==> src/rtl/alu_pkg.sv <==
// -----------------------------------------------------------------------------
// alu_pkg
// Shared definitions for the memory operand server: default sizes, the FSM
// state encoding and a helper that qualifies a requested batch length.
// -----------------------------------------------------------------------------
package alu_pkg;

   localparam int WIDTH_DEF = 16;   // operand / result width
   localparam int DEPTH_DEF = 8;    // operand pairs and result slots
   localparam int LAT_DEF   = 2;    // ALU result latency in cycles

   typedef enum logic [1:0] {
      S_IDLE  = 2'd0,
      S_ISSUE = 2'd1,
      S_WAIT  = 2'd2,
      S_DONE  = 2'd3
   } state_t;

   // A batch is runnable only if it covers at least one pair and no more
   // pairs than there are slots.
   function automatic logic count_ok(input logic [7:0] count, input int depth);
      return (count != 8'd0) && (int'(count) <= depth);
   endfunction

endpackage

==> src/rtl/mem_operand_server_if.sv <==
// -----------------------------------------------------------------------------
// mem_operand_server_if
// Bus bundle between a host and mem_operand_server. Signal prefixes are from
// the server's point of view (i_ = into the server, o_ = out of it).
//   i_wr_en/i_wr_addr/i_wr_x/i_wr_y : operand-pair write port
//   i_start/i_count                 : batch request and its pair count
//   o_mem_data_x/o_mem_data_y       : registered operands to the ALU
//   i_z                             : ALU result
//   i_rd_addr/o_rd_data             : result read port (1-cycle latency)
//   o_busy/o_done                   : batch status
// Modports: master = host side, slave = server side.
// -----------------------------------------------------------------------------
interface mem_operand_server_if
   import alu_pkg::*;
#(
   parameter int WIDTH = WIDTH_DEF,
   parameter int DEPTH = DEPTH_DEF
);
   localparam int AW = $clog2(DEPTH);
   localparam int CW = AW + 1;

   logic             i_wr_en;
   logic [AW-1:0]    i_wr_addr;
   logic [WIDTH-1:0] i_wr_x;
   logic [WIDTH-1:0] i_wr_y;
   logic             i_start;
   logic [CW-1:0]    i_count;
   logic [WIDTH-1:0] o_mem_data_x;
   logic [WIDTH-1:0] o_mem_data_y;
   logic [WIDTH-1:0] i_z;
   logic [AW-1:0]    i_rd_addr;
   logic [WIDTH-1:0] o_rd_data;
   logic             o_busy;
   logic             o_done;

   modport master (
      output i_wr_en, i_wr_addr, i_wr_x, i_wr_y, i_start, i_count, i_z, i_rd_addr,
      input  o_mem_data_x, o_mem_data_y, o_rd_data, o_busy, o_done
   );

   modport slave (
      input  i_wr_en, i_wr_addr, i_wr_x, i_wr_y, i_start, i_count, i_z, i_rd_addr,
      output o_mem_data_x, o_mem_data_y, o_rd_data, o_busy, o_done
   );

endinterface

==> src/rtl/pair_regfile.sv <==
// -----------------------------------------------------------------------------
// pair_regfile
// Operand-pair storage (X and Y arrays) plus result array.
//   clk, rst            : clock, async active-high reset (clears everything)
//   i_wr_en/addr/x/y    : operand pair write (caller gates it to IDLE)
//   i_op_load/i_op_addr : load the output operand registers from a slot
//   o_op_x/o_op_y       : registered operands, hold between loads
//   i_res_we/addr/data  : result slot write
//   i_rd_addr/o_rd_data : registered result read, returns pre-write data on a
//                         same-edge write to the same slot
// -----------------------------------------------------------------------------
module pair_regfile
   import alu_pkg::*;
#(
   parameter int WIDTH = WIDTH_DEF,
   parameter int DEPTH = DEPTH_DEF,
   localparam int AW   = $clog2(DEPTH)
) (
   input  logic             clk,
   input  logic             rst,
   input  logic             i_wr_en,
   input  logic [AW-1:0]    i_wr_addr,
   input  logic [WIDTH-1:0] i_wr_x,
   input  logic [WIDTH-1:0] i_wr_y,
   input  logic             i_op_load,
   input  logic [AW-1:0]    i_op_addr,
   output logic [WIDTH-1:0] o_op_x,
   output logic [WIDTH-1:0] o_op_y,
   input  logic             i_res_we,
   input  logic [AW-1:0]    i_res_addr,
   input  logic [WIDTH-1:0] i_res_data,
   input  logic [AW-1:0]    i_rd_addr,
   output logic [WIDTH-1:0] o_rd_data
);

   logic [WIDTH-1:0] r_op_x [DEPTH];
   logic [WIDTH-1:0] r_op_y [DEPTH];
   logic [WIDTH-1:0] r_res  [DEPTH];
   logic [WIDTH-1:0] r_mem_x;
   logic [WIDTH-1:0] r_mem_y;
   logic [WIDTH-1:0] r_rd_data;

   // NOTE: every slot must read as zero after reset, so the arrays are built
   // from resettable flops rather than a RAM macro (which cannot be reset).
   always_ff @(posedge clk or posedge rst) begin
      if (rst) begin
         for (int i = 0; i < DEPTH; i++) begin
            r_op_x[i] <= '0;
            r_op_y[i] <= '0;
            r_res[i]  <= '0;
         end
         r_mem_x   <= '0;
         r_mem_y   <= '0;
         r_rd_data <= '0;
      end else begin
         // NOTE: non-blocking assignment gives read-old-value semantics: a
         // read and a write of the same slot on one edge see the prior data.
         if (i_wr_en) begin
            r_op_x[i_wr_addr] <= i_wr_x;
            r_op_y[i_wr_addr] <= i_wr_y;
         end
         if (i_op_load) begin
            r_mem_x <= r_op_x[i_op_addr];
            r_mem_y <= r_op_y[i_op_addr];
         end
         if (i_res_we) begin
            r_res[i_res_addr] <= i_res_data;
         end
         r_rd_data <= r_res[i_rd_addr];
      end
   end

   assign o_op_x    = r_mem_x;
   assign o_op_y    = r_mem_y;
   assign o_rd_data = r_rd_data;

endmodule

==> src/rtl/mem_operand_server.sv <==
// -----------------------------------------------------------------------------
// mem_operand_server
// Streams a batch of stored operand pairs to an external ALU one pair at a
// time, waits LAT cycles per pair and stores each ALU result in the result
// slot of the same index. Each pair costs 1 ISSUE + LAT WAIT cycles; Done
// pulses for one cycle in DONE.
//   clk : clock
//   rst : asynchronous active-high reset
//   bus : mem_operand_server_if.slave (write port, batch control, ALU
//         operands/result, result read port, busy/done)
// -----------------------------------------------------------------------------
module mem_operand_server
   import alu_pkg::*;
#(
   parameter int WIDTH = WIDTH_DEF,
   parameter int DEPTH = DEPTH_DEF,
   parameter int LAT   = LAT_DEF
) (
   input logic                 clk,
   input logic                 rst,
   mem_operand_server_if.slave bus
);

   localparam int AW = $clog2(DEPTH);
   localparam int CW = AW + 1;

   state_t        r_state;
   logic [AW-1:0] r_index;
   logic [CW-1:0] r_count;
   logic [3:0]    r_wait_cnt;
   logic          r_busy;
   logic          r_done;

   logic w_wait_last;
   logic w_last_pair;
   logic w_start_ok;
   logic w_wr_en;
   logic w_op_load;
   logic w_res_we;

   // The LAT-th WAIT edge is the one where the counter still reads LAT-1.
   assign w_wait_last = (r_wait_cnt == 4'(LAT - 1));
   assign w_last_pair = ({1'b0, r_index} == (r_count - 1'b1));
   assign w_start_ok  = bus.i_start && count_ok(8'(bus.i_count), DEPTH);

   // Host writes are only honoured while idle so a running batch sees a
   // stable operand set.
   assign w_wr_en   = bus.i_wr_en && (r_state == S_IDLE);
   assign w_op_load = (r_state == S_ISSUE);
   assign w_res_we  = (r_state == S_WAIT) && w_wait_last;

   always_ff @(posedge clk or posedge rst) begin
      if (rst) begin
         r_state    <= S_IDLE;
         r_index    <= '0;
         r_count    <= '0;
         r_wait_cnt <= '0;
         r_busy     <= 1'b0;
         r_done     <= 1'b0;
      end else begin
         case (r_state)
            S_IDLE: begin
               if (w_start_ok) begin
                  r_count <= bus.i_count;
                  r_index <= '0;
                  r_busy  <= 1'b1;
                  r_state <= S_ISSUE;
               end
            end
            S_ISSUE: begin
               r_wait_cnt <= '0;
               r_state    <= S_WAIT;
            end
            S_WAIT: begin
               r_wait_cnt <= r_wait_cnt + 4'd1;
               if (w_wait_last) begin
                  if (w_last_pair) begin
                     r_busy  <= 1'b0;
                     r_done  <= 1'b1;
                     r_state <= S_DONE;
                  end else begin
                     r_index <= r_index + 1'b1;
                     r_state <= S_ISSUE;
                  end
               end
            end
            S_DONE: begin
               r_done  <= 1'b0;
               r_state <= S_IDLE;
            end
            default: begin
               r_busy  <= 1'b0;
               r_done  <= 1'b0;
               r_state <= S_IDLE;
            end
         endcase
      end
   end

   pair_regfile #(
      .WIDTH (WIDTH),
      .DEPTH (DEPTH)
   ) u_regfile (
      .clk        (clk),
      .rst        (rst),
      .i_wr_en    (w_wr_en),
      .i_wr_addr  (bus.i_wr_addr),
      .i_wr_x     (bus.i_wr_x),
      .i_wr_y     (bus.i_wr_y),
      .i_op_load  (w_op_load),
      .i_op_addr  (r_index),
      .o_op_x     (bus.o_mem_data_x),
      .o_op_y     (bus.o_mem_data_y),
      .i_res_we   (w_res_we),
      .i_res_addr (r_index),
      .i_res_data (bus.i_z),
      .i_rd_addr  (bus.i_rd_addr),
      .o_rd_data  (bus.o_rd_data)
   );

   assign bus.o_busy = r_busy;
   assign bus.o_done = r_done;

endmodule

==> src/flat_wrapper.sv <==
// flat-port wrapper written by rule: the top's interface ports become plain ports
module mem_operand_server_flat import alu_pkg::*;
#(
   parameter int WIDTH = WIDTH_DEF,
   parameter int DEPTH = DEPTH_DEF,
   parameter int LAT   = LAT_DEF
)
  (clk, rst, bus_i_wr_en, bus_i_wr_addr, bus_i_wr_x, bus_i_wr_y, bus_i_start, bus_i_count, bus_i_z, bus_i_rd_addr, bus_o_mem_data_x, bus_o_mem_data_y, bus_o_rd_data, bus_o_busy, bus_o_done);
  mem_operand_server_if #(.WIDTH(WIDTH), .DEPTH(DEPTH)) bus_i ();
  input logic clk;
  input logic rst;
  input wire logic [$bits(bus_i.i_wr_en)-1:0] bus_i_wr_en;
  input wire logic [$bits(bus_i.i_wr_addr)-1:0] bus_i_wr_addr;
  input wire logic [$bits(bus_i.i_wr_x)-1:0] bus_i_wr_x;
  input wire logic [$bits(bus_i.i_wr_y)-1:0] bus_i_wr_y;
  input wire logic [$bits(bus_i.i_start)-1:0] bus_i_start;
  input wire logic [$bits(bus_i.i_count)-1:0] bus_i_count;
  input wire logic [$bits(bus_i.i_z)-1:0] bus_i_z;
  input wire logic [$bits(bus_i.i_rd_addr)-1:0] bus_i_rd_addr;
  output wire logic [$bits(bus_i.o_mem_data_x)-1:0] bus_o_mem_data_x;
  output wire logic [$bits(bus_i.o_mem_data_y)-1:0] bus_o_mem_data_y;
  output wire logic [$bits(bus_i.o_rd_data)-1:0] bus_o_rd_data;
  output wire logic [$bits(bus_i.o_busy)-1:0] bus_o_busy;
  output wire logic [$bits(bus_i.o_done)-1:0] bus_o_done;
  assign bus_i.i_wr_en = bus_i_wr_en;
  assign bus_i.i_wr_addr = bus_i_wr_addr;
  assign bus_i.i_wr_x = bus_i_wr_x;
  assign bus_i.i_wr_y = bus_i_wr_y;
  assign bus_i.i_start = bus_i_start;
  assign bus_i.i_count = bus_i_count;
  assign bus_i.i_z = bus_i_z;
  assign bus_i.i_rd_addr = bus_i_rd_addr;
  assign bus_o_mem_data_x = bus_i.o_mem_data_x;
  assign bus_o_mem_data_y = bus_i.o_mem_data_y;
  assign bus_o_rd_data = bus_i.o_rd_data;
  assign bus_o_busy = bus_i.o_busy;
  assign bus_o_done = bus_i.o_done;
  mem_operand_server #(.WIDTH(WIDTH), .DEPTH(DEPTH), .LAT(LAT)) u_core (.clk(clk), .rst(rst), .bus(bus_i));
endmodule
==> config.mk <==
export PLATFORM = sky130hd
export DESIGN_NAME = mem_operand_server_flat
export DESIGN_NICKNAME = d
export VERILOG_FILES = /design/src/rtl/alu_pkg.sv /design/src/rtl/mem_operand_server_if.sv /design/src/rtl/pair_regfile.sv /design/src/rtl/mem_operand_server.sv /design/src/flat_wrapper.sv
export SDC_FILE = /design/constraint.sdc
export NUM_CORES = 1
export LEC_CHECK = 0
export CAP_MARGIN = 20
export CORE_MARGIN = 2
export CORE_UTILIZATION = 60
export DETAILED_ROUTE_END_ITERATION = 12
export GPL_TIMING_DRIVEN = 0
export HOLD_SLACK_MARGIN = 0.02
export PLACE_DENSITY = 0.8
export SLEW_MARGIN = 20
export SYNTH_ARGS = -nofsm -noshare
export SYNTH_HDL_FRONTEND = slang
export SYNTH_SLANG_ARGS = --single-unit
==> constraint.sdc <==
create_clock -name clk -period 19 [get_ports clk]
set_input_delay 2.85 -clock clk [delete_from_list [all_inputs] [get_ports clk]]
set_output_delay 2.85 -clock clk [all_outputs]
set_load 0.01 [all_outputs]
# --- Word level (Yosys, flattened, before mapping) ---
# Index checks and enable logic that the tools add are counted.
classes:
  n_bitwise: 3
  n_addsub: 3
  order_cmp: 6
  eq_ne: 9
  n_mux: 32
  n_reduce_logical: 16
op_table:
  columns: ["operator", "n"]
  rows:
  - ["bitwise mux 128 bit", 3]
  - ["binary-select mux 16 bit (select 3 bit)", 3]
  - ["2-to-1 mux 16 bit", 8]
  - ["demux 16 bit (select 3 bit)", 2]
  - [">= comparator 4 bit, second input constant", 3]
  - ["inverter 3 -> 4 bit", 3]
  - ["2-to-1 mux 3 bit", 3]
  - ["< comparator 4 x 1 -> 1 bit, second input constant", 2]
  - ["case mux 2 bit (4 select lines)", 1]
  - ["case mux 4 bit (2 select lines)", 1]
  - ["AND reduction 4 bit", 2]
  - ["logical AND 1 bit", 6]
  - ["2-to-1 mux 2 bit", 3]
  - ["!= test 2 x 1 -> 1 bit, second input constant", 3]
  - ["case mux 3 bit (2 select lines)", 1]
  - ["nonzero test 2 bit", 3]
  - ["2-to-1 mux 1 bit", 5]
  - ["adder 4 x 1 -> 4 bit, second input constant", 1]
  - ["equality test 2 bit, second input constant", 2]
  - ["equality test 3 x 4 -> 1 bit", 1]
  - ["equality test 4 x 1 -> 1 bit, second input constant", 1]
  - ["<= comparator 4 bit, second input constant", 1]
  - ["case mux 1 bit (2 select lines)", 2]
  - ["AND reduction 2 bit", 2]
  - ["other kinds (7)", 7]
word_totals:
  wordCells: 102
  output_inout_bits: 50
  ff_bits: 447

# --- Logic depth before layout (Yosys ltp) ---
# Gate-level depths: netlist (run 1).
depth:
  depth_word: 6
  ltp_mapped: 8

# --- Hierarchy ---
# Synthesis (run 1) repeated with hierarchy kept, for this count alone.
hier_totals:
  cells_unflattened: 1361
  hier_area_um2: 20205.6
modules_own_cells:
  columns: ["mod", "n_inst", "cells_each", "seq_area_each_um2", "area_each_um2"]
  rows:
  - ["pair_regfile", 1, 1268, 10810.4, 19272.2]
  - ["mem_operand_server", 1, 93, 375.4, 933.4]

# --- Worst setup path before layout (run 1) ---
# Ideal clock, no wire load.
synth_path:
  kind: "input to register"
  start: "input bus_i_rd_addr[0]"
  end: "register u_core.u_regfile.r_rd_data[0], in the netlist u_core.u_regfile.o_rd_data[0]"
  t_required_ns: 18.875
  path_slack_ns: 14.733
  path_stages: 4
  arrival_ns: 4.142
  path_cell_list: "clkbuf_1 > buf_2 > mux4_2 > mux2_2"
synth_between:
  elab_chain_cells: 4
synth_lines:
  columns: ["item", "line_no", "text"]
  rows:
  - ["from (decl)", "flat_wrapper.sv:19", "input wire logic [$bits(bus_i.i_rd_addr)-1:0] bus_i_rd_addr;"]
  - ["inverter 3 -> 4 bit (not written as such)", "pair_regfile.sv:69", "r_rd_data <= r_res[i_rd_addr];"]
  - ["binary-select mux 16 bit (select 3 bit)", "pair_regfile.sv:69", null]
  - ["2-to-1 mux 16 bit (not written as such) (2 in a row)", "pair_regfile.sv:69", null]
  - ["to (signal assigned)", "pair_regfile.sv:69", null]
  - ["to (decl)", "pair_regfile.sv:41", "logic [WIDTH-1:0] r_rd_data;"]
# Every way passes these cells. The select of a mux whose other input is x is not followed.
# A chain may end at the register's enable or synchronous reset.

# --- Final worst setup path (run 1) ---
layout_path:
  start: "input bus_i_wr_addr[0]"
  end: "register u_core.u_regfile.r_op_x[98] in the netlist's numbering"
layout_between:
  elab_chain_cells: 6
  word_cells_on_any_way: 7
  cone_classes: "order compare: 2; mux: 3; bitwise: 1; reduce/logical: 1"
layout_lines:
  columns: ["item", "line_no", "text"]
  rows:
  - ["from (decl)", "flat_wrapper.sv:13", "input wire logic [$bits(bus_i.i_wr_addr)-1:0] bus_i_wr_addr;"]
  - ["inverter 3 -> 4 bit (not written as such) (*)", "pair_regfile.sv:59", "r_op_x[i_wr_addr] <= i_wr_x;"]
  - [">= comparator 4 bit (not written as such) / < comparator 4 x 1 -> 1 bit (equally long branches)", "pair_regfile.sv:59", null]
  - ["logical AND 1 bit (not written as such)", "pair_regfile.sv:59", null]
  - ["2-to-1 mux 16 bit (not written as such)", "pair_regfile.sv:59", null]
  - ["demux 16 bit (select 3 bit) (*)", "pair_regfile.sv:59", null]
  - ["bitwise mux 128 bit (*)", "pair_regfile.sv:59", null]
  - ["to (signal, indexed assignment)", "pair_regfile.sv:59", null]
  - ["to (decl)", "pair_regfile.sv:36", "logic [WIDTH-1:0] r_op_x [DEPTH];"]
# Mark *: on every way between the ends. The rest lies on a longest branch, timed or not.

==> results of run 1 <==
-- critical path, cell delays in order --
cell and delay [ns]:
clkdlybuf4s50_1 0.59, nand2_1 0.10, nor3_1 0.62, buf_2 0.47, mux2_2 0.39
-- cells in the final DEF, fill, tap and decap left out, drive strengths merged, types with 2 or more instances in the layout --
cell           instances
nor3                   6
inv                   10
a31oi                  4
dfrtp                447
clkinv                10
nand2                 25
a2bb2oi                5
mux2                 414
a21oi                 38
clkdlybuf4s50        109
and2                   2
a22oi                 10
or4                    3
mux4                  72
a221oi                10
o211ai                 5
xor2                   2
nor2                  55
o31ai                  3
nor2b                  6
mux2i                 36
nand3b                 2
ha                     9
o21ai                 17
nand4b                 2
clkbuf                96
a22o                   7
buf                   61
nand3                  8
-- cells by family after synthesis --
kind of cell | after synthesis | synth area share, %
compound gates | 104 | 3.472
xor+xnor | 3 | 0.1321
fa+ha+maj | 9 | 0.5661
buf+inv | 90 | 2.308
flops | 447 | 56.23
mux | 522 | 34.53
simple gates | 115 | 2.761
-- worst max-delay path by stage --
stage,startpoint,to,slack [ns]
6_report,bus_i_wr_addr[0],u_core.u_regfile.r_op_x[98],14.39
5_1_grt,bus_i_wr_addr[0],u_core.u_regfile.r_op_y[110],14.31
4_1_cts,bus_i_wr_addr[0],u_core.u_regfile.r_op_x[103],14.42
3_5_place_dp,bus_i_wr_addr[0],u_core.u_regfile.r_op_x[98],13.85
3_3_place_gp,rst,u_core.u_regfile.r_op_y[71],-1.06
2_1_floorplan,rst,u_core.bus.o_busy,3.69
-- metrics by stage --
stage / instances / setup WS [ns]
6_report: 1929 / 14.39
3_5_place_dp: 1845 / 13.85
3_3_place_gp: 1841 / -1.056
4_1_cts: 1929 / 14.42
5_1_grt: 1929 / 14.31
2_1_floorplan: 1290 / 3.693
-- metal layers --
metal	wire length (um)	GRT usage [%]	share of wire [%]
met1	19240	37.27	42
met2	22590	45.61	50
met3	2315	4.461	5.1
met4	1358	8.598	3.0
met5	0	0	0
-- area by class of cell --
class | count | area share [%]
Buffer | 81 | 1.836
Clock buffer | 72 | 6.140
Clock inverter | 12 | 0.3996
Inverter | 9 | 0.1782
Multi-Input combinational cell | 753 | 35.60
Sequential cell | 447 | 48.28
Tap cell | 442 | 2.387
Timing Repair Buffer | 113 | 5.184
-- registers in the layout, indices dropped and copies added, names as in the netlist --
signal	count
u_core.u_regfile.o_op_x	16
u_core.bus.o_busy	1
u_core.r_state	2
u_core.u_regfile.o_op_y	16
u_core.u_regfile.r_op_x	128
u_core.r_index	3
u_core.u_regfile.o_rd_data	16
u_core.bus.o_done	1
u_core.r_count	4
u_core.u_regfile.r_res	128
u_core.u_regfile.r_op_y	128
u_core.r_wait_cnt	4
-- report_power, final --
part,internal (mW),switching (mW)
Combinational,0.644,0.492
Clock,0.528,0.373
Sequential,1.32,0.196
Total,2.49,1.06
==> impl_metrics.env, run 1 <==
export IMPL_synth_seq_cells=447
export IMPL_crit_arrival_ns=5.04
export IMPL_tightest_slew_ns=1.061
export IMPL_via_per_inst=6.051
export IMPL_fin_crit_sh_pct=24.27
export IMPL_synth_area_leaders="dfrtp_1, mux2_2, mux4_2"
export IMPL_yosysSeqAreaShare_pct=56.23
export IMPL_period_needed_ns=4.612
export IMPL_postRouteAntennaNets=0
export IMPL_coreArea_mm2=0.03262
export IMPL_gp_congestion=0.8036
export IMPL_io_pins=112
export IMPL_grt_max_degree=110
export IMPL_powerDensity_mw_per_mm2=153.4
export IMPL_syn_to_final_growth_pct=16.47
export IMPL_port_buffers=109
export IMPL_clkTransAtPathRegs_ns=0.06
export IMPL_min_to="u_core.u_regfile.r_res[68]"
export IMPL_grt_overflow_total=0
export IMPL_wl_per_cell_um=23.59
export IMPL_fmaxAchievable_mhz=216.8
export IMPL_nNetsFinal=1523
export IMPL_clockRootBuffer="clkbuf_16"
export IMPL_place_area_mm2=0.02165
export IMPL_cp_end_kind="flop"
export IMPL_peakVddDrop_mv=0.1054
export IMPL_syn_area_mm2=0.01989
export IMPL_yosysTopAreaCell="dfrtp_1"
export IMPL_yosysWarnings=0
export IMPL_critPathMaxFanout=10
export IMPL_hold_slack_ns=0.4997
export IMPL_tritoncts="yes"
export IMPL_multi_input_area_mm2=0.008248
export IMPL_path_class="input port to flop"
export IMPL_start_util_pct=60.99
export IMPL_drt_iter0_markers=813
export IMPL_grt_pass1_wl_um=71120
export IMPL_cts_setup_buffers=0
export IMPL_antennaDiodeCount=0
export IMPL_numCtsBuffers=47
export IMPL_r2r_end="u_core.u_regfile.r_op_x[98]"
export IMPL_track_usage_pct=27.40
export IMPL_die_h_um=186.1
export IMPL_cts_resized=0
export IMPL_grt_pass1_vias=12330
export IMPL_hpwlAfterDp_um=29120
export IMPL_async_reset_ff_share_pct=100.0
export IMPL_cp_start_kind="input port"
export IMPL_regArea_mm2=0.01119
export IMPL_drtPass1Iterations=5
export IMPL_reg2regPathDepth=6
export IMPL_cts_buffer_depth=3
export IMPL_rsz0062_at_grt="no"
export IMPL_vias=11670
export IMPL_postSynthCellCount=1290
export IMPL_slew_viol_final=0
export IMPL_cts_sinks=447
export IMPL_clk_latency_ns=0.55
export IMPL_hold_start="u_core.u_regfile.r_res[68]"
export IMPL_drive_above_1_share_pct=42.10
export IMPL_drc=0
export IMPL_hold_violations=0
export IMPL_ctsHoldBuffers=0
export IMPL_finalWirelength_um=45500
export IMPL_final_cell_area_mm2=0.02317
export IMPL_yosys_cell_types_count=50
export IMPL_timing_rr_start="u_core.r_state[1]"
export IMPL_worstHoldPathCells=1
export IMPL_syn_nets=1361
export IMPL_drv_cap=0
export IMPL_timing_slew_headroom_pct=29.29
export IMPL_synth_ff_type="dfrtp_1"
export IMPL_min_path_type="flop to flop"
export IMPL_antenna_found_initial=0
export IMPL_setup_viol_count_final=0
export IMPL_avgSynthCellArea_um2=15.42
export IMPL_rows=66
export IMPL_power_leakage_nw=10.23
export IMPL_status="completed"
export IMPL_fin_util_pct=71.03
export IMPL_synth_common_cells="dfrtp_1, mux2_2, mux4_2"
export IMPL_htree_levels=2
export IMPL_setup_tns_ns=0
export IMPL_skew_ns=0.01113
export IMPL_synth_edf_count=0
export IMPL_cp_required_ns=19.43
export IMPL_dieArea_mm2=0.03463
export IMPL_die_width_um=186.1
export IMPL_p_total_mw=3.554
export IMPL_rrSetupSlack_ns=16.36
export IMPL_synth_top_area_share_pct=56.23
export IMPL_yosysMostFrequentCell="dfrtp_1"
export IMPL_fillers=2125
Power figures use the tool's default switching activity.
==> inputs of run 2 (changes only) <==
- CORE_UTILIZATION: 60 -> 54
- PLACE_DENSITY: 0.8 -> 0.76
- clock period: 19 -> 4.2 ns (I/O delays scaled with it)
==> impl_metrics.env, run 2 (synthesized netlist as in run 1, its figures left out) <==
export IMPL_drc=0
export IMPL_start_util_pct=54.60
export IMPL_place_ws_ns=1.186
export IMPL_fillers=2655
export IMPL_rsz0062_at_grt="no"
export IMPL_mostFrequentLayoutCells="dfrtp_1, mux2_2, clkdlybuf4s50_1"
export IMPL_path_class="flop to flop"
export IMPL_cp_num_buf_inv=2
export IMPL_powerDensity_mw_per_mm2=690.7
export IMPL_critPathMaxStageDelay_ns=0.69
export IMPL_cts_setup_buffers=0
export IMPL_track_usage_pct=25.06
export IMPL_rows=70
export IMPL_skew_ns=0.02354
export IMPL_multi_input_area_mm2=0.008248
export IMPL_grt_pass1_wl_um=73660
export IMPL_drv_cap=0
export IMPL_dp_cells=1882
export IMPL_ctsHoldBuffers=0
export IMPL_peakVddDrop_mv=0.5725
export IMPL_cts_resized=0
export IMPL_antennaDiodeCount=0
export IMPL_clk_latency_ns=0.56
export IMPL_timing_slew_headroom_pct=28.20
export IMPL_regArea_mm2=0.01119
export IMPL_hpwlAfterDp_um=30320
export IMPL_coreArea_mm2=0.03643
export IMPL_gp_congestion=0.8088
export IMPL_tritoncts="yes"
export IMPL_grt_pass1_vias=12620
export IMPL_drive_above_1_share_pct=42.71
export IMPL_cts_buffer_depth=3
export IMPL_period_needed_ns=2.745
export IMPL_syn_to_final_growth_pct=17.79
export IMPL_setup_viol_count_final=0
export IMPL_nNetsFinal=1534
export IMPL_min_path_type="input port to asynchronous set/reset pin"
export IMPL_critPathTopFamily="simple AND/OR/NAND/NOR gates"
export IMPL_fmaxAchievable_mhz=364.2
export IMPL_drt_iter0_markers=620
export IMPL_crit_arrival_ns=3.18
export IMPL_final_cell_area_mm2=0.02343
export IMPL_port_buffers=109
export IMPL_cp_required_ns=4.64
export IMPL_die_width_um=195.9
export IMPL_hold_slack_ns=0.4442
export IMPL_wl_per_cell_um=23.63
export IMPL_cp_end_kind="flop"
export IMPL_cp_cell_sequence="inv_1 > ha_1 > nand2_1 > nor3_1 > buf_2 > mux2_2"
export IMPL_tightest_slew_ns=1.077
export IMPL_cp_start_kind="flop"
export IMPL_setup_ws_ns=1.455
export IMPL_io_pins=112
export IMPL_status="completed"
export IMPL_critPathMaxFanout=10
export IMPL_reg_largest_list="u_core.u_regfile.r_op_x x128, u_core.u_regfile.r_op_y x128, u_core.u_regfile.r_res x128"
export IMPL_grt_max_degree=36
export IMPL_mostFrequentLayoutCell="dfrtp_1"
export IMPL_via_per_inst=6.021
export IMPL_fin_util_pct=64.31
export IMPL_grt_overflow_total=0
export IMPL_stdcell_count=1964
export IMPL_crit_slowest_cell="nor3_1"
export IMPL_postRouteAntennaNets=0
export IMPL_vias=11830
export IMPL_htree_levels=2
export IMPL_numCtsBuffers=47
export IMPL_power_leakage_nw=10.34
export IMPL_dieArea_mm2=0.03839
export IMPL_antenna_found_initial=2
export IMPL_drtPass1Iterations=4
export IMPL_die_h_um=195.9
export IMPL_slew_viol_final=0
export IMPL_finalWirelength_um=46410
export IMPL_clockRootBuffer="clkbuf_16"
export IMPL_place_area_mm2=0.02190
export IMPL_hold_violations=0
export IMPL_p_total_mw=16.19
export IMPL_clkTransAtPathRegs_ns=0.06
export IMPL_fin_crit_sh_pct=65.37
export IMPL_cts_sinks=447
export IMPL_setup_tns_ns=0
-- run 2: cell types whose count changed in the layout (fill, tap and decap cells not counted), sizes merged --
cell	previous run	this run
bufinv	1	3
clkinvlp	0	1
buf	61	72
clkbuf	96	91
-- run 2: report_power, final --
group	internal, mW	switching (mW)	total (mW)
Clock	2.45	1.70	4.15
Combinational	2.93	2.23	5.17
Sequential	5.97	0.895	6.86
Total	11.4	4.83	16.2
-- run 2: layer usage --
metal	GRT usage (%)	up-vias	wire (um)
met2	41.16	295	22650
li1	-	5115	-
met5	0	-	30
met3	4.177	91	2355
met4	8.361	4	1458
met1	34.36	6321	19910
-- run 2: path summary, 6_finish.rpt --
| kind | from | to | slack (ns) | depth (start not counted) |
|---|---|---|---|---|
| max | u_core.r_state[1] | u_core.u_regfile.r_op_y[91] | 1.45 | 6 |
| min | rst | u_core.u_regfile.o_rd_data[11] | 0.44 | 2 |
| max reg2reg | u_core.r_state[1] | u_core.u_regfile.r_op_y[91] | 1.45 | 6 |
| min reg2reg | u_core.u_regfile.r_res[19] | u_core.u_regfile.r_res[19] | 0.50 | 1 |
| max in group asynchronous | rst | u_core.u_regfile.r_op_y[119] | 2.35 | 7 |
| min in group clk | u_core.u_regfile.r_res[19] | u_core.u_regfile.r_res[19] | 0.50 | 1 |
-- run 2: cell type report --
| type | instances | share of cell area (%) |
|---|---|---|
| multi-input cells | 753 | 35.20 |
| flip-flops and latches | 447 | 47.74 |
| repair buffers | 124 | 6.034 |
| clock buffers | 67 | 5.852 |
| clock inverters | 15 | 0.7048 |
| inverters | 9 | 0.1602 |
| well taps | 468 | 2.499 |
| plain buffers | 81 | 1.815 |
==> inputs of run 3 (changes only) <==
- CORE_UTILIZATION: 54 -> 60
- PLACE_DENSITY: 0.76 -> 0.8
- clock period: 4.2 -> 2.82 ns (I/O delays scaled with it)
==> impl_metrics.env, run 3 (synthesized netlist as in run 1, its figures left out) <==
export IMPL_critPathMaxStageDelay_ns=0.60
export IMPL_crit_arrival_ns=3.06
export IMPL_reg_largest_list="u_core.u_regfile.r_op_x x128, u_core.u_regfile.r_op_y x128, u_core.u_regfile.r_res x128"
export IMPL_antenna_found_initial=2
export IMPL_status="completed"
export IMPL_syn_to_final_growth_pct=18.50
export IMPL_io_pins=112
export IMPL_fillers=2091
export IMPL_clk_latency_ns=0.55
export IMPL_clkTransAtPathRegs_ns=0.06
export IMPL_critPathTopFamily="simple AND/OR/NAND/NOR gates"
export IMPL_slew_viol_final=0
export IMPL_dieArea_mm2=0.03463
export IMPL_peakVddDrop_mv=0.7708
export IMPL_grt_pass1_vias=12670
export IMPL_min_path_type="input port to asynchronous set/reset pin"
export IMPL_drv_cap=0
export IMPL_nNetsFinal=1532
export IMPL_die_h_um=186.1
export IMPL_gp_congestion=0.7896
export IMPL_fin_util_pct=72.27
export IMPL_cp_cell_sequence="inv_1 > ha_1 > nand2_1 > nor3_1 > buf_2 > mux2_2"
export IMPL_crit_slowest_cell="nor3_1"
export IMPL_wl_per_cell_um=23.75
export IMPL_finalWirelength_um=46130
export IMPL_drive_above_1_share_pct=42.90
export IMPL_via_per_inst=6.019
export IMPL_path_class="flop to flop"
export IMPL_grt_pass1_wl_um=72950
export IMPL_grt_overflow_total=0
export IMPL_cp_start_kind="flop"
export IMPL_drt_iter0_markers=734
export IMPL_cp_num_buf_inv=2
export IMPL_mostFrequentLayoutCell="dfrtp_1"
export IMPL_cp_end_kind="flop"
export IMPL_setup_ws_ns=0.1979
export IMPL_tightest_slew_ns=0.9916
export IMPL_mostFrequentLayoutCells="dfrtp_1, mux2_2, clkdlybuf4s50_1"
export IMPL_vias=11690
export IMPL_dp_cells=1855
export IMPL_cp_required_ns=3.25
export IMPL_clockRootBuffer="clkbuf_16"
export IMPL_die_width_um=186.1
export IMPL_period_needed_ns=2.622
export IMPL_cts_sinks=447
export IMPL_critPathMaxFanout=10
export IMPL_skew_ns=0.009236
export IMPL_rows=66
export IMPL_start_util_pct=60.99
export IMPL_port_buffers=109
export IMPL_drc=0
export IMPL_worstSetupStartpoint="u_core.r_state[1]"
export IMPL_timing_slew_headroom_pct=33.89
export IMPL_postRouteAntennaNets=0
export IMPL_tritoncts="yes"
export IMPL_cts_buffer_depth=3
export IMPL_place_ws_ns=0.04237
export IMPL_stdcell_count=1942
export IMPL_fmaxAchievable_mhz=381.4
export IMPL_timing_rr_start="u_core.r_state[1]"
export IMPL_rsz0062_at_grt="no"
export IMPL_hpwlAfterDp_um=30110
export IMPL_drtPass1Iterations=5
export IMPL_powerDensity_mw_per_mm2=1049
export IMPL_coreArea_mm2=0.03262
export IMPL_hold_violations=0
export IMPL_grt_max_degree=36
export IMPL_numCtsBuffers=46
export IMPL_setup_viol_count_final=0
export IMPL_htree_levels=2
export IMPL_track_usage_pct=27.95
export IMPL_hold_slack_ns=0.2545
export IMPL_power_leakage_nw=10.41
export IMPL_fin_crit_sh_pct=92.98
==> run 3: layout make-up <==
type                    instances  area, um2  share of cell area (%)
diodes                          1      2.502                 0.01062
plain buffers                  81      425.4                   1.805
clock buffers                  75       1504                   6.380
clock inverters                11      232.7                  0.9873
inverters                       9      37.54                  0.1592
multi-input cells             753       8253                   35.01
flip-flops and latches        447      11190                   47.45
well taps                     442      553.0                   2.346
repair buffers                123       1379                   5.849
==> run 3: where the power goes <==
| group | switching, mW | total [mW] | internal, mW |
|---|---|---|---|
| combinational | 3.34 | 7.70 | 4.37 |
| clock | 2.50 | 6.78 | 4.28 |
| sequential | 1.35 | 10.2 | 8.89 |
==> run 3: metal layers <==
metal	up-vias	wire, um	GRT usage (%)
met5	-	0	0
met4	0	958	7.654
met3	71	2239	4.813
met2	307	23640	48.37
met1	6208	19290	36.66
li1	5103	-	-
==> run 3: path summary, 6_finish.rpt <==
check | slack, ns | cells after the start | to
worst max-delay path | 0.20 | 6 | u_core.u_regfile.r_op_y[91]
worst min-delay path | 0.25 | 2 | u_core.u_regfile.r_res[30]
worst max register to register | 0.20 | 6 | u_core.u_regfile.r_op_y[91]
worst min register to register | 0.50 | 1 | u_core.u_regfile.r_op_y[0]
max in group asynchronous | 1.06 | 7 | u_core.u_regfile.r_op_y[94]
min in group clk | 0.43 | 2 | u_core.u_regfile.o_rd_data[14]
==> run 3: repair_timing <==
action / CTS / global route
hold buffers: 0 / 0
gates resized for setup: 0 / 1
setup endpoints to repair: 0 / 30
setup buffers: 0 / 0
endpoints found under the hold margin: 0 / 0
==> run 3: stage by stage <==
| step | area (um2) | setup TNS (ns) | power, mW |
|---|---|---|---|
| floorplan | 19900 | -1629.83 | 15.40 |
| global placement | 21540 | -2812.83 | 17.52 |
| detailed placement | 21830 | 0 | 17.95 |
| CTS | 23570 | 0 | 24.81 |
| global route | 23570 | 0 | 25.95 |
| finish | 23570 | 0 | 24.72 |
==> RTL change 1, RTL diff (flow settings as in run 3) <==
The package constant `WIDTH_DEF` goes from 16 to 24.
--- a/src/rtl/alu_pkg.sv
+++ b/src/rtl/alu_pkg.sv
@@ -5,7 +5,7 @@
 // -----------------------------------------------------------------------------
 package alu_pkg;
 
-   localparam int WIDTH_DEF = 16;   // operand / result width
+   localparam int WIDTH_DEF = 24;   // operand / result width
    localparam int DEPTH_DEF = 8;    // operand pairs and result slots
    localparam int LAT_DEF   = 2;    // ALU result latency in cycles
 
Interface: changed (6 resized); port bits go from 112 to 160. No check against the original RTL was run, so the function may have changed too.
==> RTL change 1 against run 3 <==
- largest cell class unchanged
- utilization decreased by 1.1 points
- wire length increased by 63%
- design area increased by 44%
- sequential cell count increased by 216
- total power decreased by 21%
- clock skew increased by 0.010 ns
- synthesized area increased by 45%
- setup slack got worse by 0.14 ns
- count of clock-buffer cells in the layout increased by 18
==> RTL change 1: results (changes against run 3) <==
| Metric | Value |
|---|---|
| Synth cell count leaders | `dfrtp_1 (663), mux2_2 (638), mux4_2 (86), nand2_1 (67), buf_2 (62) (was dfrtp_1 (447), mux2_2 (354), mux4_2 (72), mux2_4 (60), nor2_1 (53))` |
| Syn Nets | `2,021 (was 1,361)` |
| Post-Synth XOR/XNOR Area | `0.0908% (was 0.132%)` |
| Worst Max-Slew Pin Slew | `1.12 ns (was 0.992 ns)` |
| Status | `complete, no violations (unchanged)` |
| Vias per cell | `6.37 (was 6.02)` |
| Critical path arrival | `3.29 ns (was 3.06 ns)` |
| HP Class | `in -> async (unchanged)` |
| Distinct cells, synth | `55 (was 50)` |
| Share of layout cells above drive strength 1 | `42.3% (was 42.9%)` |
| Post-Synth Adder-Cell Area | `0.389% (was 0.566%)` |
| Antenna violations before repair | `4 (was 2)` |
| Seq/Total Area, Yosys | `57.4% (was 56.2%)` |
| Nets | `2,269 (was 1,532)` |
| CP Launch Point | `u_core.r_index[2] (was u_core.r_state[1])` |
| Final Wtd Congestion | `0.852 (was 0.790)` |
| First-iteration detailed-routing DRC count | `1,523 (was 734)` |
| Max VDD drop | `460 uV (was 771 uV)` |
| Lkg Pwr | `15.7 nW (was 10.4 nW)` |
| First-pass GRT wire length | `115 mm (was 73.0 mm)` |
| Global Route Usage Sum | `30.9% (was 28.0%)` |
| R2R Setup Slk | `0.05 ns (was 0.20 ns)` |
| Top flop regs | `u_core.u_regfile.r_op_x: 192 flops, u_core.u_regfile.r_op_y: 192 flops, u_core.u_regfile.r_res: 192 flops (was u_core.u_regfile.r_op_x: 128 flops, u_core.u_regfile.r_op_y: 128 flops, u_core.u_regfile.r_res: 128 flops)` |
| Vias in the first global route | `19,300 (was 12,700)` |
| Worst r2r path cells | `7 (was 6)` |
| Clk_lat worst skew | `0.59 ns (was 0.55 ns)` |
| Reg-to-reg endpoint | `u_core.u_regfile.o_op_x[13] (was u_core.u_regfile.r_op_y[91])` |
| Avg WL per Cell | `26.5 microns (was 23.8 microns)` |
| IO buf count | `156 (was 109)` |
| H-tree depth | `3 (was 2)` |
| Mux share of post-synthesis cell area | `32.6% (was 34.5%)` |
| Post-place instance area | `31,700 sq um (was 21,800 sq um)` |
==> RTL change 1: critical path, cell delays in order, from the launching register on <==
cell	delay, ns
dfrtp_1	0.40
buf_2	0.24
buf_2	0.29
nor2b_1	0.62
buf_2	0.46
a22oi_1	0.16
o221ai_1	0.36
o21a_1	0.17
==> RTL change 1: worst min-delay path by stage <==
| stage | slack (ns) | endpoint |
|---|---|---|
| 2_1_floorplan | 0.45 | u_core.u_regfile.r_res[119] |
| 3_3_place_gp | 0.46 | u_core.u_regfile.o_op_x[13] |
| 3_5_place_dp | 0.47 | u_core.u_regfile.o_op_x[16] |
| 4_1_cts | 0.19 | u_core.u_regfile.o_rd_data[4] |
| 5_1_grt | 0.23 | u_core.u_regfile.o_rd_data[4] |
| 6_report | 0.20 | u_core.u_regfile.o_rd_data[2] |
==> RTL change 1: routing by layer <==
metal	vias to the layer above	track usage, %	routed length [microns]
met3	204	7.15	5450
li1	7623	-	-
met5	-	0	20
met4	2	14.1	3520
met2	720	50.8	36700
met1	9521	39.3	29400
==> RTL change 1: repair_timing <==
action / CTS / global route
resized for setup: 5 / 10
endpoints found under the setup margin: 45 / 62
hold buffers: 0 / 0
buffers inserted: 0 / 0
==> RTL change 1: through the flow <==
stage | TNS (ns) | power, mW | setup slack [ns] | cells
detailed placement | -2.23 | 10.9 | -0.155 | 2719
global route | 0 | 20.1 | 0.0207 | 2835
floorplan | -4420.51 | 10.4 | -6.67 | 1926
finish | 0 | 19.6 | 0.0547 | 2836
CTS | 0 | 19.7 | 0.00758 | 2834
global placement | -6637.11 | 10.8 | -10.09 | 2697
==> RTL change 1: power by group <==
group	internal, mW	switching, mW	total (mW)
logic	0.491	0.479	0.970
registers	9.70	0.0850	9.78
clock network	5.17	3.64	8.81
total	15.4	4.20	19.6
==> RTL change 1: kinds of logic after synthesis <==
kind of cell / count (synthesis)
AO/OA/AOI/OAI: 187
flip-flops: 663
AND/OR/NAND/NOR: 170
adder cells (fa/ha/maj): 9
buffers and inverters: 141
XOR/XNOR: 3
multiplexers: 753
==> RTL change 1: cell type report <==
class / count / area, sq um / area share, %
Multi-Input combinational cell: 1122 / 11700 / 34.5
Tap cell: 615 / 769 / 2.27
Inverter: 13 / 52.6 / 0.155
Clock inverter: 22 / 226 / 0.668
Sequential cell: 663 / 16600 / 48.9
Clock buffer: 93 / 1940 / 5.71
Antenna cell: 3 / 7.51 / 0.0221
Timing Repair Buffer: 178 / 2020 / 5.95
Buffer: 127 / 621 / 1.83
==> RTL change 2, RTL diff (config.mk and constraints of run 3) <==
Made on the original files. Take the reset off `r_rd_data` and load it in a clocked block of its own.
--- a/src/rtl/pair_regfile.sv
+++ b/src/rtl/pair_regfile.sv
@@ -51,7 +51,6 @@
          end
          r_mem_x   <= '0;
          r_mem_y   <= '0;
-         r_rd_data <= '0;
       end else begin
          // NOTE: non-blocking assignment gives read-old-value semantics: a
          // read and a write of the same slot on one edge see the prior data.
@@ -66,8 +65,11 @@
          if (i_res_we) begin
             r_res[i_res_addr] <= i_res_data;
          end
-         r_rd_data <= r_res[i_rd_addr];
       end
+   end
+
+   always_ff @(posedge clk) begin
+      r_rd_data <= r_res[i_rd_addr];
    end
 
    assign o_op_x    = r_mem_x;
Formal check against the unedited RTL: not equivalent (a bounded check fails within 10 cycles, from zero or initial values and one cycle with rst high; the reset may be asserted at any time).
==> RTL change 2 against run 3 <==
- setup slack got worse by 0.066 ns
- synthesized area down 0.40%
- wire length fell by 1.2%
- design area shrank 1.1%
- total power is 2.3% lower
- sequential cell count unchanged
- count of clock-buffer cells in the layout down 5
- cell count decreased by 0.31%
- clock power shrank 8.4%
- critical endpoint is now u_core.u_regfile.r_op_y[94]
==> RTL change 2: results (changes against run 3) <==
| Metric | Value |
|---|---|
| Status | `complete, no violations (unchanged)` |
| Worst-case headroom to the max-slew limit | `35.2% (was 33.9%)` |
| Lkg Pwr | `10.3 nW (was 10.4 nW)` |
| Post-place instance area | `21,800 sq um (about the same)` |
| Worst r2r path cells | `6 (unchanged)` |
| Nets | `1,531 (was 1,532)` |
| Bufs on Longest Clock Path | `3 (unchanged)` |
| HP Class | `in -> async (unchanged)` |
| Register area | `11,100 sq um (was 11,200 sq um)` |
| Largest net degree at the start of global routing | `36 (unchanged)` |
| Clock skew | `0.0156 ns (was 0.00924 ns)` |
| IO buf count | `109 (unchanged)` |
| Vias per cell | `6.07 (was 6.02)` |
| Async SR Flop Fraction | `96.4% (was 100%)` |
| CTS Root Cell | `clkbuf_16 (unchanged)` |
| First-pass GRT wire length | `72.4 mm (was 73.0 mm)` |
| Synth Warn # | `0 (unchanged)` |
| Largest cells by area after synthesis | `dfrtp_1 (54%), mux2_2 (20%), mux4_2 (8.2%) (was dfrtp_1 (56%), mux2_2 (20%), mux4_2 (8.2%))` |
| Global Route Usage Sum | `27.7% (was 28.0%)` |
| Clk slew on worst S/H paths | `0.06 ns (about the same)` |
| Diodes inserted | `0 (was 1)` |
| Final WL | `45.6 mm (was 46.1 mm)` |
| DR DRC count | `0 (unchanged)` |
| H-tree depth | `2 (unchanged)` |
| CTS buffer count | `45 (was 46)` |
| Share of layout cells above drive strength 1 | `42.6% (was 42.9%)` |
| Synth Flop Type | `dfrtp_1 (unchanged)` |
| Post-DP HPWL | `29.9 mm (was 30.1 mm)` |
| Clk_lat worst skew | `0.54 ns` |
| Top flop regs | `u_core.u_regfile.r_op_x: 128 flops, u_core.u_regfile.r_op_y: 128 flops, u_core.u_regfile.r_res: 128 flops (unchanged)` |
| 1st-pass router iterations | `4 (was 5)` |
| Max VDD drop | `689 uV (was 771 uV)` |
| Final Wtd Congestion | `0.816 (was 0.790)` |
| Distinct cells, synth | `51 (was 50)` |
| Vias in the first global route | `12,700 (about the same)` |
| Syn Nets | `1,361 (unchanged)` |
| Layout fillers | `2,145 (was 2,091)` |
| GRT overflow | `0 (unchanged)` |
| Seq/Total Area, Yosys | `56.1% (was 56.2%)` |
| Antenna violations before repair | `0 (was 2)` |
| Synth cell count leaders | `dfrtp_1 (431), mux2_2 (354), mux4_2 (72), mux2_4 (60), nor2_1 (53) (was dfrtp_1 (447), mux2_2 (354), mux4_2 (72), mux2_4 (60), nor2_1 (53))` |
| Post-CTS setup buffer count | `0 (unchanged)` |
| Number of synthesized flops with an enable pin | `0 (unchanged)` |
| First-iteration detailed-routing DRC count | `671 (was 734)` |
| DRT antenna net count | `0 (unchanged)` |
| Critical path arrival | `3.10 ns (was 3.06 ns)` |
| CP Max Fanout | `10 (unchanged)` |
## RTL change 2: changes by cell type after synthesis, sizes merged
cell / delta
dfxtp: +16
dfrtp: -16
## RTL change 2: final timing paths
kind	start	to	slack, ns
setup / recovery	u_core.r_state[1]	u_core.u_regfile.r_op_y[94]	0.13
hold / removal	rst	u_core.u_regfile.r_res[58]	0.28
setup reg to reg	u_core.r_state[1]	u_core.u_regfile.r_op_y[94]	0.13
hold reg to reg	u_core.u_regfile.r_op_x[37]	u_core.u_regfile.r_op_x[37]	0.50
max in group asynchronous	rst	u_core.u_regfile.r_op_y[6]	1.10
min in group clk	bus_i_rd_addr[2]	u_core.u_regfile.o_rd_data[15]	0.45
## RTL change 2: through the flow
stage	instances	setup WS, ns	hold WS [ns]	setup TNS [ns]
global placement	1841	-6.08	0.482	-2596.04
global route	1936	0.00399	0.324	0
detailed placement	1855	0.0546	0.488	0
CTS	1936	0.118	0.288	0
finish	1936	0.132	0.280	0
floorplan	1290	-3.42	0.473	-1475.04
## RTL change 2: timing repair
item / CTS / global route
endpoints found under the setup margin: 0 / 4
resized for setup: 0 / 1
endpoints found under the hold margin: 0 / 0
## RTL change 2: logic make-up after synthesis
logic type	after synthesis	synth area share (%)
muxes	522	34.7
DFF	447	56.1
and+or+nand+nor	115	2.77
AOI/OAI and AO/OA	104	3.49
buffers and inverters	90	2.32
adders and majority gates	9	0.568
xor gates and xnor gates	3	0.133
## RTL change 2: area by class of cell
type,count,share of cell area [%]
clock buffers,70,5.97
clock inverters,11,0.708
flip-flops and latches,447,47.6
well taps,442,2.37
multi-input cells,753,35.4
repair buffers,123,5.95
plain buffers,81,1.82
inverters,9,0.161
## RTL change 2: worst max-delay path: stages, from the launching register on
cell     delay, ns
dfrtp_1       0.42
inv_1         0.16
ha_1          0.37
nand2_1       0.12
nor3_1        0.64
buf_2         0.46
mux2_2        0.38
## RTL change 2: routing by layer
metal / track usage, % / vias up / wire length, microns
li1: - / 5104 / -
met4: 8.47 / 0 / 1230
met1: 37.0 / 6236 / 19200
met5: 0 / - / 0
met2: 46.9 / 327 / 22800
met3: 4.44 / 92 / 2340
## RTL change 2: power breakdown
group / internal (mW) / total, mW / leakage [nW] / switching, mW
logic: 4.37 / 7.73 / 3.97 / 3.36
clock network: 3.76 / 6.21 / 0.765 / 2.45
registers: 8.89 / 10.2 / 5.52 / 1.33
